==> src/rtl/hidden_spike_arbiter.sv <==
// Round-robin address-event arbiter from the hidden layer to the output layer.
// Grants sticky neuron requests with a one-cycle ack and queues addresses in a small FWFT FIFO.
module hidden_spike_arbiter #(
    parameter int unsigned N_NEURONS  = 16,
    parameter int unsigned IDX_W      = 4,
    parameter int unsigned ADDR_W     = 8,
    parameter int unsigned ADDR_BASE  = 0,
    parameter int unsigned FIFO_DEPTH = 4,
    localparam int unsigned PTR_W     = $clog2(FIFO_DEPTH),
    localparam int unsigned CNT_W     = PTR_W + 1
) (
    input  logic                 clk,
    input  logic                 resetn,
    input  logic [N_NEURONS-1:0] req_in,
    output logic [N_NEURONS-1:0] ack_out,
    input  logic                 out_ready,
    output logic                 out_spike,
    output logic [ADDR_W-1:0]    out_addr,
    output logic [CNT_W-1:0]     fifo_count,
    output logic [15:0]          event_count
);

    typedef enum logic [0:0] {StIdle, StAck} state_e;

    state_e            state_q;
    logic [IDX_W-1:0]  rr_ptr_q;
    logic [IDX_W-1:0]  winner;
    logic              found;
    logic [IDX_W:0]    scan_idx;
    logic              grant;
    logic              pop;
    logic [ADDR_W-1:0] push_addr;

    logic [ADDR_W-1:0] mem_q [FIFO_DEPTH];
    logic [PTR_W-1:0]  wr_ptr_q;
    logic [PTR_W-1:0]  rd_ptr_q;

    // First requester at or above rr_ptr, wrapping modulo N_NEURONS.
    always_comb begin
        winner   = '0;
        found    = 1'b0;
        scan_idx = '0;
        for (int i = 0; i < int'(N_NEURONS); i++) begin
            scan_idx = {1'b0, rr_ptr_q} + (IDX_W+1)'(i);
            if (scan_idx >= (IDX_W+1)'(N_NEURONS)) begin
                scan_idx = scan_idx - (IDX_W+1)'(N_NEURONS);
            end
            if (!found && req_in[scan_idx[IDX_W-1:0]]) begin
                found  = 1'b1;
                winner = scan_idx[IDX_W-1:0];
            end
        end
    end

    assign grant     = (state_q == StIdle) && found && (fifo_count < CNT_W'(FIFO_DEPTH));
    assign pop       = out_spike && out_ready;
    assign push_addr = ADDR_W'(ADDR_BASE + 32'(winner));

    always_ff @(posedge clk or negedge resetn) begin
        if (!resetn) begin
            state_q     <= StIdle;
            ack_out     <= '0;
            rr_ptr_q    <= '0;
            event_count <= '0;
        end else begin
            case (state_q)
                StIdle: begin
                    if (grant) begin
                        ack_out  <= N_NEURONS'(1) << winner;
                        rr_ptr_q <= (winner == IDX_W'(N_NEURONS - 1)) ? '0 : winner + 1'b1;
                        if (event_count != 16'hFFFF) begin
                            event_count <= event_count + 16'd1;
                        end
                        state_q  <= StAck;
                    end
                end
                StAck: begin
                    ack_out <= '0;
                    state_q <= StIdle;
                end
                default: begin
                    ack_out <= '0;
                    state_q <= StIdle;
                end
            endcase
        end
    end

    always_ff @(posedge clk) begin
        if (grant) begin
            mem_q[wr_ptr_q] <= push_addr;
        end
    end

    always_ff @(posedge clk or negedge resetn) begin
        if (!resetn) begin
            wr_ptr_q   <= '0;
            rd_ptr_q   <= '0;
            fifo_count <= '0;
        end else begin
            if (grant) begin
                wr_ptr_q <= wr_ptr_q + 1'b1;
            end
            if (pop) begin
                rd_ptr_q <= rd_ptr_q + 1'b1;
            end
            case ({grant, pop})
                2'b10:   fifo_count <= fifo_count + 1'b1;
                2'b01:   fifo_count <= fifo_count - 1'b1;
                default: fifo_count <= fifo_count;
            endcase
        end
    end

    // Storage is not reset, so the head is masked while the queue is empty.
    assign out_spike = (fifo_count != '0);
    assign out_addr  = out_spike ? mem_q[rd_ptr_q] : '0;

endmodule

==> config.mk <==
export PLATFORM = sky130hd
export DESIGN_NAME = hidden_spike_arbiter
export DESIGN_NICKNAME = d
export VERILOG_FILES = /design/src/rtl/hidden_spike_arbiter.sv
export SDC_FILE = /design/constraint.sdc
export NUM_CORES = 1
export LEC_CHECK = 0
export BUFFER_PORTS_ARGS = -buffer_cell sky130_fd_sc_hd__buf_4
export CORE_MARGIN = 1
export CORE_UTILIZATION = 50
export CTS_CLUSTER_SIZE = 28
export DETAILED_ROUTE_END_ITERATION = 10
export GPL_TIMING_DRIVEN = 0
export PLACE_DENSITY = 0.74
export RECOVER_POWER = 25
export SLEW_MARGIN = 20
export SYNTH_ARGS = -nofsm -noshare
export SYNTH_HDL_FRONTEND = slang
export SYNTH_SLANG_ARGS = --single-unit
==> constraint.sdc <==
create_clock -name clk -period 12.4 [get_ports clk]
set_clock_uncertainty 0.1 [all_clocks]
set_input_delay 2.48 -clock clk [delete_from_list [all_inputs] [get_ports clk]]
set_output_delay 2.48 -clock clk [all_outputs]
set_load 0.005 [all_outputs]
==> metrics.yaml, run 1 <==
ios: 63
initial_core_util: 0.513
wire_per_inst_um: 18.9
fin_crit_sh: 0.539
rsz0062_at_grt: "no"
nFillCells: 830
synth_compound_area_frac: 0.149
hold_class: "register to register"
vias_per_cell: 6.20
ys.flop_type: "dfrtp_1"
cts_buffers: 9
postCtsSetupBuffers: 0
grt_antenna_before_repair: 0
h-tree-depth: 3
clock_latency_ps: 330
synth_cells: 476
grt_pass1_wl_um: 21200
fin_setup_tns_ps: 0
routabilityCongestion: 0.967
synthAdderAreaFrac: 0.0516
final-max-slew-violation-count: 45
critical_path.top_delay_family: "compound AO/OA/AOI/OAI gates"
worstMarginPinSlew_ps: 2310
hold_ws_ps: 394
drtIter0Drc: 359
violations: "capacitance limit, slew limit"
grt_max_degree: 45
ctsResizeCount: 0
routed_wirelength_um: 12900
drtPass1Iterations: 5
required_ps: 12510
root_buffer: "clkbuf_8"
design.core.area_mm2: 0.00973
final_core_util: 0.596
synth_xor_xnor_area_share: 0.0491
hold_path_depth: 1
fin_nets: 587
hold_viol: 0
placedInstanceArea_mm2: 0.00561
async_flop_share: 0.733
syn_area_mm2: 0.00499
crit_slowest_cell: "a211oi_1"
rows: 36
synth_edf_count: 16
cp_slowest_stage_delay_ps: 830
io_buffers: 58
cts_tree: "done"
ys.warnings.count: 0
clock-sinks: 60
cp_data_arrival_time_ps: 6800
grt_overflow: 0
critPathKind: "input pin to register"
regArea_mm2: 0.00158
final_common_cell: "buf_4"
synth_top_family_by_area: "multiplexers"
vias: 4251
drc: 0
status: "finished with violations"
avgSynthCellArea_um2: 10.5
cpMostUsedCell: "o21ai_0"
worst-path-max-fanout: 8
period_needed_ps: 6690
synth.distinct_cells: 69
grt_pass1_vias: 4103
area_delta_synth_final_pct: 16.2
maxCapViolations: 1
ctsHoldBuffers: 0
r2r_slack_ps: 5820
cts.clk_slew.worst_paths_ps: 70
hpwl_um: 9790
drtAntennaViolNets: 0
clock_path_buffers: 2
yosysSeqAreaShare: 0.317
dieArea_mm2: 0.0104
crit_chain: "buf_4 > mux4_1 > mux2_2 > a211oi_1 > o21ai_0 > a21oi_1 > o21ai_0 > o32ai_1 > inv_1 > ha_1 > and4b_1 > o31ai_1"
worstRegToRegCells: 15
worstPathBufferInverterCount: 2
die_w_um: 102
yosys.area_share.simple: 0.142
n_antenna_cell: 0
cp-end-kind: "register"
start_kind: "input pin"
final_cell_mix: "buf_4 (61), dfrtp_1 (44), nand2_1 (40), nor2_1 (29), mux2i_1 (27)"
multiInputGateArea_mm2: 0.00320
die_y_um: 102
final_layout_size_suffix_gt1_frac: 0.251
maxSlewHeadroom: -0.541
worstSetupPathDepth: 12
fmax_mhz: 150
synth_seq_cells: 60
stdcell_area_mm2: 0.00580
setup_violations: 0
synthMuxAreaShare: 0.245
grt_usage: 0.264
==> per-stage QoR <==
step                worst slack, ps  instances
global placement               5500        670
detailed placement             5490        670
CTS                            5820        686
global route                   5300        686
floorplan                      6390        479
finish                         5710        686
==> synthesized netlist by cell type, drive strengths merged (7+ instances only) <==
| master | count | area (µm²) |
|---|---|---|
| dfrtp | 44 | 1100 |
| a32o | 13 | 130 |
| mux2 | 23 | 263 |
| nor3 | 9 | 45.0 |
| mux2i | 28 | 284 |
| o21ai | 14 | 70.1 |
| buf | 12 | 90.1 |
| ha | 19 | 238 |
| edfxtp | 16 | 480 |
| nand3 | 12 | 60.1 |
| mux4 | 29 | 679 |
| and2 | 11 | 68.8 |
| nand2 | 40 | 150 |
| a21oi | 24 | 120 |
| xnor2 | 22 | 193 |
| inv | 23 | 86.3 |
| nand4 | 7 | 58.8 |
| clkbuf | 11 | 41.3 |
| nor2 | 29 | 109 |
==> worst register-to-register path, delay by kind of cell (launching register included) <==
kind / cells / cell delay (ps)
buffers and inverters: 4 / 1490
AO/OA/AOI/OAI: 5 / 1480
multiplexers: 2 / 1260
XOR/XNOR: 1 / 780
adder cells (fa/ha/maj): 2 / 680
flip-flops: 1 / 400
AND/OR/NAND/NOR: 1 / 260
==> final timing paths <==
path | startpoint | to
worst min register to register | event_count[4]$_DFFE_PN0P_ | event_count[4]$_DFFE_PN0P_
worst max-delay path | req_in[15] | rr_ptr_q[0]$_DFFE_PN0P_
worst max register to register | rr_ptr_q[1]$_DFFE_PN0P_ | rr_ptr_q[0]$_DFFE_PN0P_
max in group asynchronous | resetn | event_count[8]$_DFFE_PN0P_
worst min-delay path | event_count[4]$_DFFE_PN0P_ | event_count[4]$_DFFE_PN0P_
min in group asynchronous | resetn | rd_ptr_q[0]$_DFFE_PN0P_
==> routing by layer <==
metal | vias up | global-route usage | wire, µm
met5 | - | 0 | 0
met4 | 0 | 0.0659 | 110
met3 | 10 | 0.0554 | 1080
met2 | 186 | 0.429 | 6350
met1 | 2100 | 0.362 | 5400
li1 | 1955 | - | -
==> final cells by class <==
class | instances | share of cell area
Buffer | 23 | 0.0226
Clock buffer | 9 | 0.0213
Clock inverter | 7 | 0.0129
Inverter | 25 | 0.0162
Multi-Input combinational cell | 371 | 0.551
Sequential cell | 60 | 0.273
Tap cell | 133 | 0.0287
Timing Repair Buffer | 58 | 0.0744
==> cells by family after synthesis <==
| kind of cell | count (synthesis) |
|---|---|
| adder cells (fa/ha/maj) | 20 |
| AND/OR/NAND/NOR | 138 |
| AO/OA/AOI/OAI | 101 |
| XOR/XNOR | 28 |
| multiplexers | 80 |
| flip-flops | 60 |
| buffers and inverters | 48 |
| other | 1 |
==> state kept, by name, summed over array words and instances, names as in the netlist <==
register,flops
rr_ptr_q,4
state_q,1
ack_out,16
wr_ptr_q,2
rd_ptr_q,2
fifo_count,3
mem_q,16
event_count,16
Power of run 1 is not shown: default switching activity piles up to over one toggle a cycle in this logic, so the estimate is an artifact.
==> run 2, diff against run 1 <==
--- a/config.mk
+++ b/config.mk
@@ -11,7 +11,7 @@
 export CTS_CLUSTER_SIZE = 28
 export DETAILED_ROUTE_END_ITERATION = 10
 export GPL_TIMING_DRIVEN = 0
-export PLACE_DENSITY = 0.74
+export PLACE_DENSITY = 0.77
 export RECOVER_POWER = 25
 export SLEW_MARGIN = 20
 export SYNTH_ARGS = -nofsm -noshare
==> constraint.sdc (replaced) <==
create_clock -name clk -period 5.9 [get_ports clk]
set_clock_uncertainty 0.1 [all_clocks]
set_input_delay 1.18 -clock clk [delete_from_list [all_inputs] [get_ports clk]]
set_output_delay 1.18 -clock clk [all_outputs]
set_load 0.005 [all_outputs]
==> run 2 against run 1 <==
The run still ends with capacitance limit, slew limit left. Global-route usage fell by 0.48 points. Register-to-register slack got worse by 5500 ps. Via count rose by 1.7%. Worst setup slack got worse by 5400 ps. Count of clock-buffer cells in the layout did not move. Non-clock buffer count did not move. Die area did not move. Critical path depth rose by 7. Sequential share of layout area fell by 0.47 points. Utilization rose by 1.1 points. Critical endpoint is now fifo_count[2]$_DFFE_PN0P_.
==> metrics.yaml, run 2 (synthesis results as in run 1) <==
grt_pass1_vias: 4107
initial_core_util: 0.513
area_delta_synth_final_pct: 18.2
grt_pass1_wl_um: 20700
vias_per_cell: 6.30
worst-path-max-fanout: 10
grt_max_degree: 45
required_ps: 6060
final_layout_size_suffix_gt1_frac: 0.271
grt_antenna_before_repair: 0
status: "finished with violations"
hold_class: "register to register"
vias: 4325
fmax_mhz: 180
clock-sinks: 60
grt_usage: 0.259
period_needed_ps: 5550
maxCapViolations: 1
worstMarginPinSlew_ps: 2270
dieArea_mm2: 0.0104
io_buffers: 58
drtAntennaViolNets: 0
fin_setup_tns_ps: 0
setup_violations: 0
wire_per_inst_um: 18.7
die_y_um: 102
cts_buffers: 9
violations: "capacitance limit, slew limit"
postCtsSetupBuffers: 0
design.core.area_mm2: 0.00973
cp_data_arrival_time_ps: 5720
root_buffer: "clkbuf_8"
cts_tree: "done"
rows: 36
rsz0062_at_grt: "no"
final_cell_mix: "buf_4 (61), dfrtp_1 (44), nand2_1 (40), nor2_1 (27)"
stdcell_area_mm2: 0.00591
fin_nets: 587
final-max-slew-violation-count: 45
drc: 0
hpwl_um: 9680
clock_path_buffers: 2
nFillCells: 796
die_w_um: 102
clock_latency_ps: 340
fin_crit_sh: 0.941
routed_wirelength_um: 12800
grt_overflow: 0
h-tree-depth: 3
final_common_cell: "buf_4"
maxSlewHeadroom: -0.516
drtPass1Iterations: 5
cp-end-kind: "register"
reg.largest.list: "ack_out x16, event_count x16, mem_q x16"
drtIter0Drc: 515
r2r_slack_ps: 350
ios: 63
critPathKind: "register to register"
start_kind: "register"
placedInstanceArea_mm2: 0.00561
n_antenna_cell: 0
routabilityCongestion: 0.950
cts.clk_slew.worst_paths_ps: 70
hold_viol: 0
-- run 2: changes by cell type in the layout (fill, tap and decap cells not counted), moves of 2 or more --
cell      previous run  this run
mux2i_1             27        24
clkbuf_1            12        10
clkbuf_4             0         2
mux2i_4              0         2
nor2_1              29        27
-- run 2: per-layer routing --
| metal | GRT usage | vias to the layer above | routed length [µm] | share of wire |
|---|---|---|---|---|
| li1 | - | 1955 | - | - |
| met3 | 0.0486 | 29 | 1010 | 0.078 |
| met1 | 0.358 | 2129 | 5350 | 0.42 |
| met2 | 0.409 | 212 | 6150 | 0.48 |
| met5 | 0 | - | 0 | 0 |
| met4 | 0.0934 | 0 | 323 | 0.025 |
-- run 2: final timing paths --
kind,start,end,cells past startpoint
hold / removal,event_count[10]$_DFFE_PN0P_,event_count[10]$_DFFE_PN0P_,1
setup / recovery,rr_ptr_q[1]$_DFFE_PN0P_,fifo_count[2]$_DFFE_PN0P_,19
hold reg to reg,event_count[10]$_DFFE_PN0P_,event_count[10]$_DFFE_PN0P_,1
max in group asynchronous,resetn,ack_out[15]$_DFFE_PN0P_,1
min in group asynchronous,resetn,fifo_count[0]$_DFFE_PN0P_,1
setup reg to reg,rr_ptr_q[1]$_DFFE_PN0P_,fifo_count[2]$_DFFE_PN0P_,19
-- run 2: timing repair --
action,4_1_cts,5_1_grt
endpoints found under the setup margin,35,26
hold endpoints to repair,0,0
hold buffers,0,0
pin swaps,0,0
resized for setup,6,13
-- run 2: worst max-delay path, stage by stage, from the launching register on --
cell and delay [ps]:
dfrtp_1 410, clkbuf_4 260, clkbuf_4 280, inv_1 210, ha_1 330, clkbuf_1 450
mux4_2 400, mux2i_1 530, mux2i_1 300, nor2_2 250, nand4_4 210, nor2_4 230
a211oi_2 170, clkinv_1 240, ha_1 230, inv_1 60, fa_1 380, xor2_1 150
nor2_1 110, xor2_1 150
-- run 2: metrics by stage --
step | instances | hold slack (ps) | worst slack, ps | util
floorplan | 479 | 381 | 833 | -
global placement | 670 | 382 | -509 | 0.576
detailed placement | 670 | 386 | -733 | 0.576
CTS | 686 | 397 | 23.3 | 0.602
global route | 686 | 417 | 63.0 | 0.607
finish | 686 | 397 | 345 | 0.607
-- run 2: cell type report --
class / count / area (µm²) / area share
sequential: 60 / 1580 / 0.268
inverter: 25 / 93.8 / 0.0159
timing repair buffer: 58 / 432 / 0.0731
tap: 133 / 166 / 0.0282
clock buffer: 9 / 124 / 0.0210
clock inverter: 7 / 98.8 / 0.0167
buffer: 23 / 139 / 0.0235
multi-input combinational: 371 / 3270 / 0.554
Power of run 2 is left out for the same reason.
==> run 3, diff against run 2 <==
--- a/config.mk
+++ b/config.mk
@@ -8,6 +8,8 @@
 export BUFFER_PORTS_ARGS = -buffer_cell sky130_fd_sc_hd__buf_4
 export CORE_MARGIN = 1
 export CORE_UTILIZATION = 50
+export CTS_BUF_LIST = sky130_fd_sc_hd__clkbuf_16
+export CTS_CLUSTER_DIAMETER = 50
 export CTS_CLUSTER_SIZE = 28
 export DETAILED_ROUTE_END_ITERATION = 10
 export GPL_TIMING_DRIVEN = 0
==> constraint.sdc (replaced) <==
create_clock -name clk -period 5.9 [get_ports clk]
set_clock_uncertainty 0.1 [all_clocks]
set_input_delay 1.475 -clock clk [delete_from_list [all_inputs] [get_ports clk]]
set_output_delay 1.475 -clock clk [all_outputs]
set_load 0.005 [all_outputs]
==> run 3 against run 2 <==
The run still ends with capacitance limit, slew limit left. Sequential share of layout area is 0.45 points lower. Sequential cell count unchanged. Via count grew 1.2%. Critical path depth up 1. Maximum frequency about the same. Final area up 1.7%.
==> metrics.yaml, run 3 (synthesis results as in run 1) <==
fin_setup_tns_ps: 0
io_buffers: 58
final_common_cell: "buf_4"
period_needed_ps: 5550
hold_viol: 0
rows: 36
initial_core_util: 0.513
rsz0062_at_grt: "no"
fin_crit_sh: 0.941
h-tree-depth: 3
final-max-slew-violation-count: 45
routabilityCongestion: 0.950
setup_violations: 0
n_antenna_cell: 0
grt_pass1_vias: 4170
drtIter0Drc: 481
grt_overflow: 0
die_y_um: 102
clock_path_buffers: 2
vias_per_cell: 6.38
final_layout_size_suffix_gt1_frac: 0.271
fin_nets: 587
routed_wirelength_um: 13200
hold_path_depth: 1
r2r_slack_ps: 350
stdcell_area_mm2: 0.00601
fmax_mhz: 180
regToRegEndpoint: "fifo_count[2]$_DFFE_PN0P_"
ios: 63
dieArea_mm2: 0.0104
stdcell_count: 686
violations: "capacitance limit, slew limit"
cts_buffers: 9
start_kind: "register"
worstRegToRegCells: 20
area_delta_synth_final_pct: 20.3
hpwl_um: 9680
critical_path.top_delay_family: "buffers and inverters"
status: "finished with violations"
min_from: "ack_out[4]$_DFFE_PN0P_"
worst-path-max-fanout: 10
required_ps: 6050
grt_antenna_before_repair: 0
ctsHoldBuffers: 0
worstPathBufferInverterCount: 7
nFillCells: 777
clock-sinks: 60
root_buffer: "clkbuf_16"
grt_pass1_wl_um: 21000
dp.cells: 670
cts_tree: "done"
reg.largest.list: "ack_out x16, event_count x16, mem_q x16"
r2r_start: "rr_ptr_q[1]$_DFFE_PN0P_"
cp_data_arrival_time_ps: 5700
place_ws_ps: -733
crit_chain: "clkbuf_4 > clkbuf_4 > inv_1 > ha_1 > buf_6 > buf_8 > mux4_1 > mux2_4 > mux2i_2 > and4_4 > nand4_4 > nor2_4 > a211oi_2 > clkinv_1 > ha_1 > inv_1 > fa_1 > xor2_1 > nor2_1 > xor2_1"
design.core.area_mm2: 0.00973
crit_slowest_cell: "mux4_1"
hold_class: "register to register"
clock_latency_ps: 320
drtAntennaViolNets: 0
critPathKind: "register to register"
die_w_um: 102
drc: 0
drtPass1Iterations: 5
cp_slowest_stage_delay_ps: 650
maxSlewHeadroom: -0.531
grt_usage: 0.262
placedInstanceArea_mm2: 0.00561
vias: 4378
maxCapViolations: 1
wire_per_inst_um: 19.3
cp-end-kind: "register"
cts.clk_slew.worst_paths_ps: 50
grt_max_degree: 45
setup_ws_ps: 346
min_to: "ack_out[4]$_DFFE_PN0P_"
worstMarginPinSlew_ps: 2300
final_cell_mix: "buf_4 (61), dfrtp_1 (44), nand2_1 (40), nor2_1 (27)"
==> run 3: what timing repair did <==
action                     in CTS  in global routing
setup buffers                   0                  0
setup endpoints to repair      35                 26
hold endpoints to repair        0                  0
resized for setup               6                 13
==> run 3: per-stage QoR <==
step,util,hold slack [ps]
after CTS,0.613,395
after detailed placement,0.576,386
after global placement,0.576,382
after floorplan,-,381
final,0.617,394
after global routing,0.617,415
==> run 3: worst register-to-register path: stages, from the launching register on <==
cell and delay, ps:
dfrtp_1 400, clkbuf_4 270, clkbuf_4 280, inv_1 210, ha_1 350, buf_6 140, buf_8 160, mux4_1 650
mux2_4 310, mux2i_2 320, and4_4 360, nand4_4 200, nor2_4 230, a211oi_2 170, clkinv_1 240, ha_1 230
inv_1 60, fa_1 380, xor2_1 150, nor2_1 110, xor2_1 150
==> run 3: routing by layer <==
layer  share of wire  wire [µm]  global-route usage
met1            0.40       5330               0.359
met2            0.49       6500               0.419
met3           0.083       1090              0.0513
met4           0.023        310              0.0923
met5               0          0                   0
==> run 3: worst max path at each step <==
stage                            startpoint                         to  slack, ps  depth (start not counted)
floorplan           rr_ptr_q[1]$_DFFE_PN0P_  fifo_count[2]$_DFFE_PN0P_        830                         20
global placement    rr_ptr_q[1]$_DFFE_PN0P_    rr_ptr_q[2]$_DFFE_PN0P_       -510                         16
detailed placement  rr_ptr_q[1]$_DFFE_PN0P_    rr_ptr_q[2]$_DFFE_PN0P_       -730                         16
CTS                 rr_ptr_q[1]$_DFFE_PN0P_    rr_ptr_q[3]$_DFFE_PN0P_        -10                         17
finish              rr_ptr_q[1]$_DFFE_PN0P_  fifo_count[2]$_DFFE_PN0P_        350                         20
global route        rr_ptr_q[2]$_DFFE_PN0P_  fifo_count[1]$_DFFE_PN0P_         60                         16
==> run 3: layout make-up <==
cell class              instances  area, µm²  share of cell area
clock buffers                   9        225              0.0375
plain buffers                  23        139              0.0231
multi-input cells             371       3270               0.544
clock inverters                 7       98.8              0.0165
well taps                     133        166              0.0277
flip-flops and latches         60       1580               0.263
repair buffers                 58        432              0.0719
inverters                      25       93.8              0.0156
Power of run 3 is left out for the same reason.
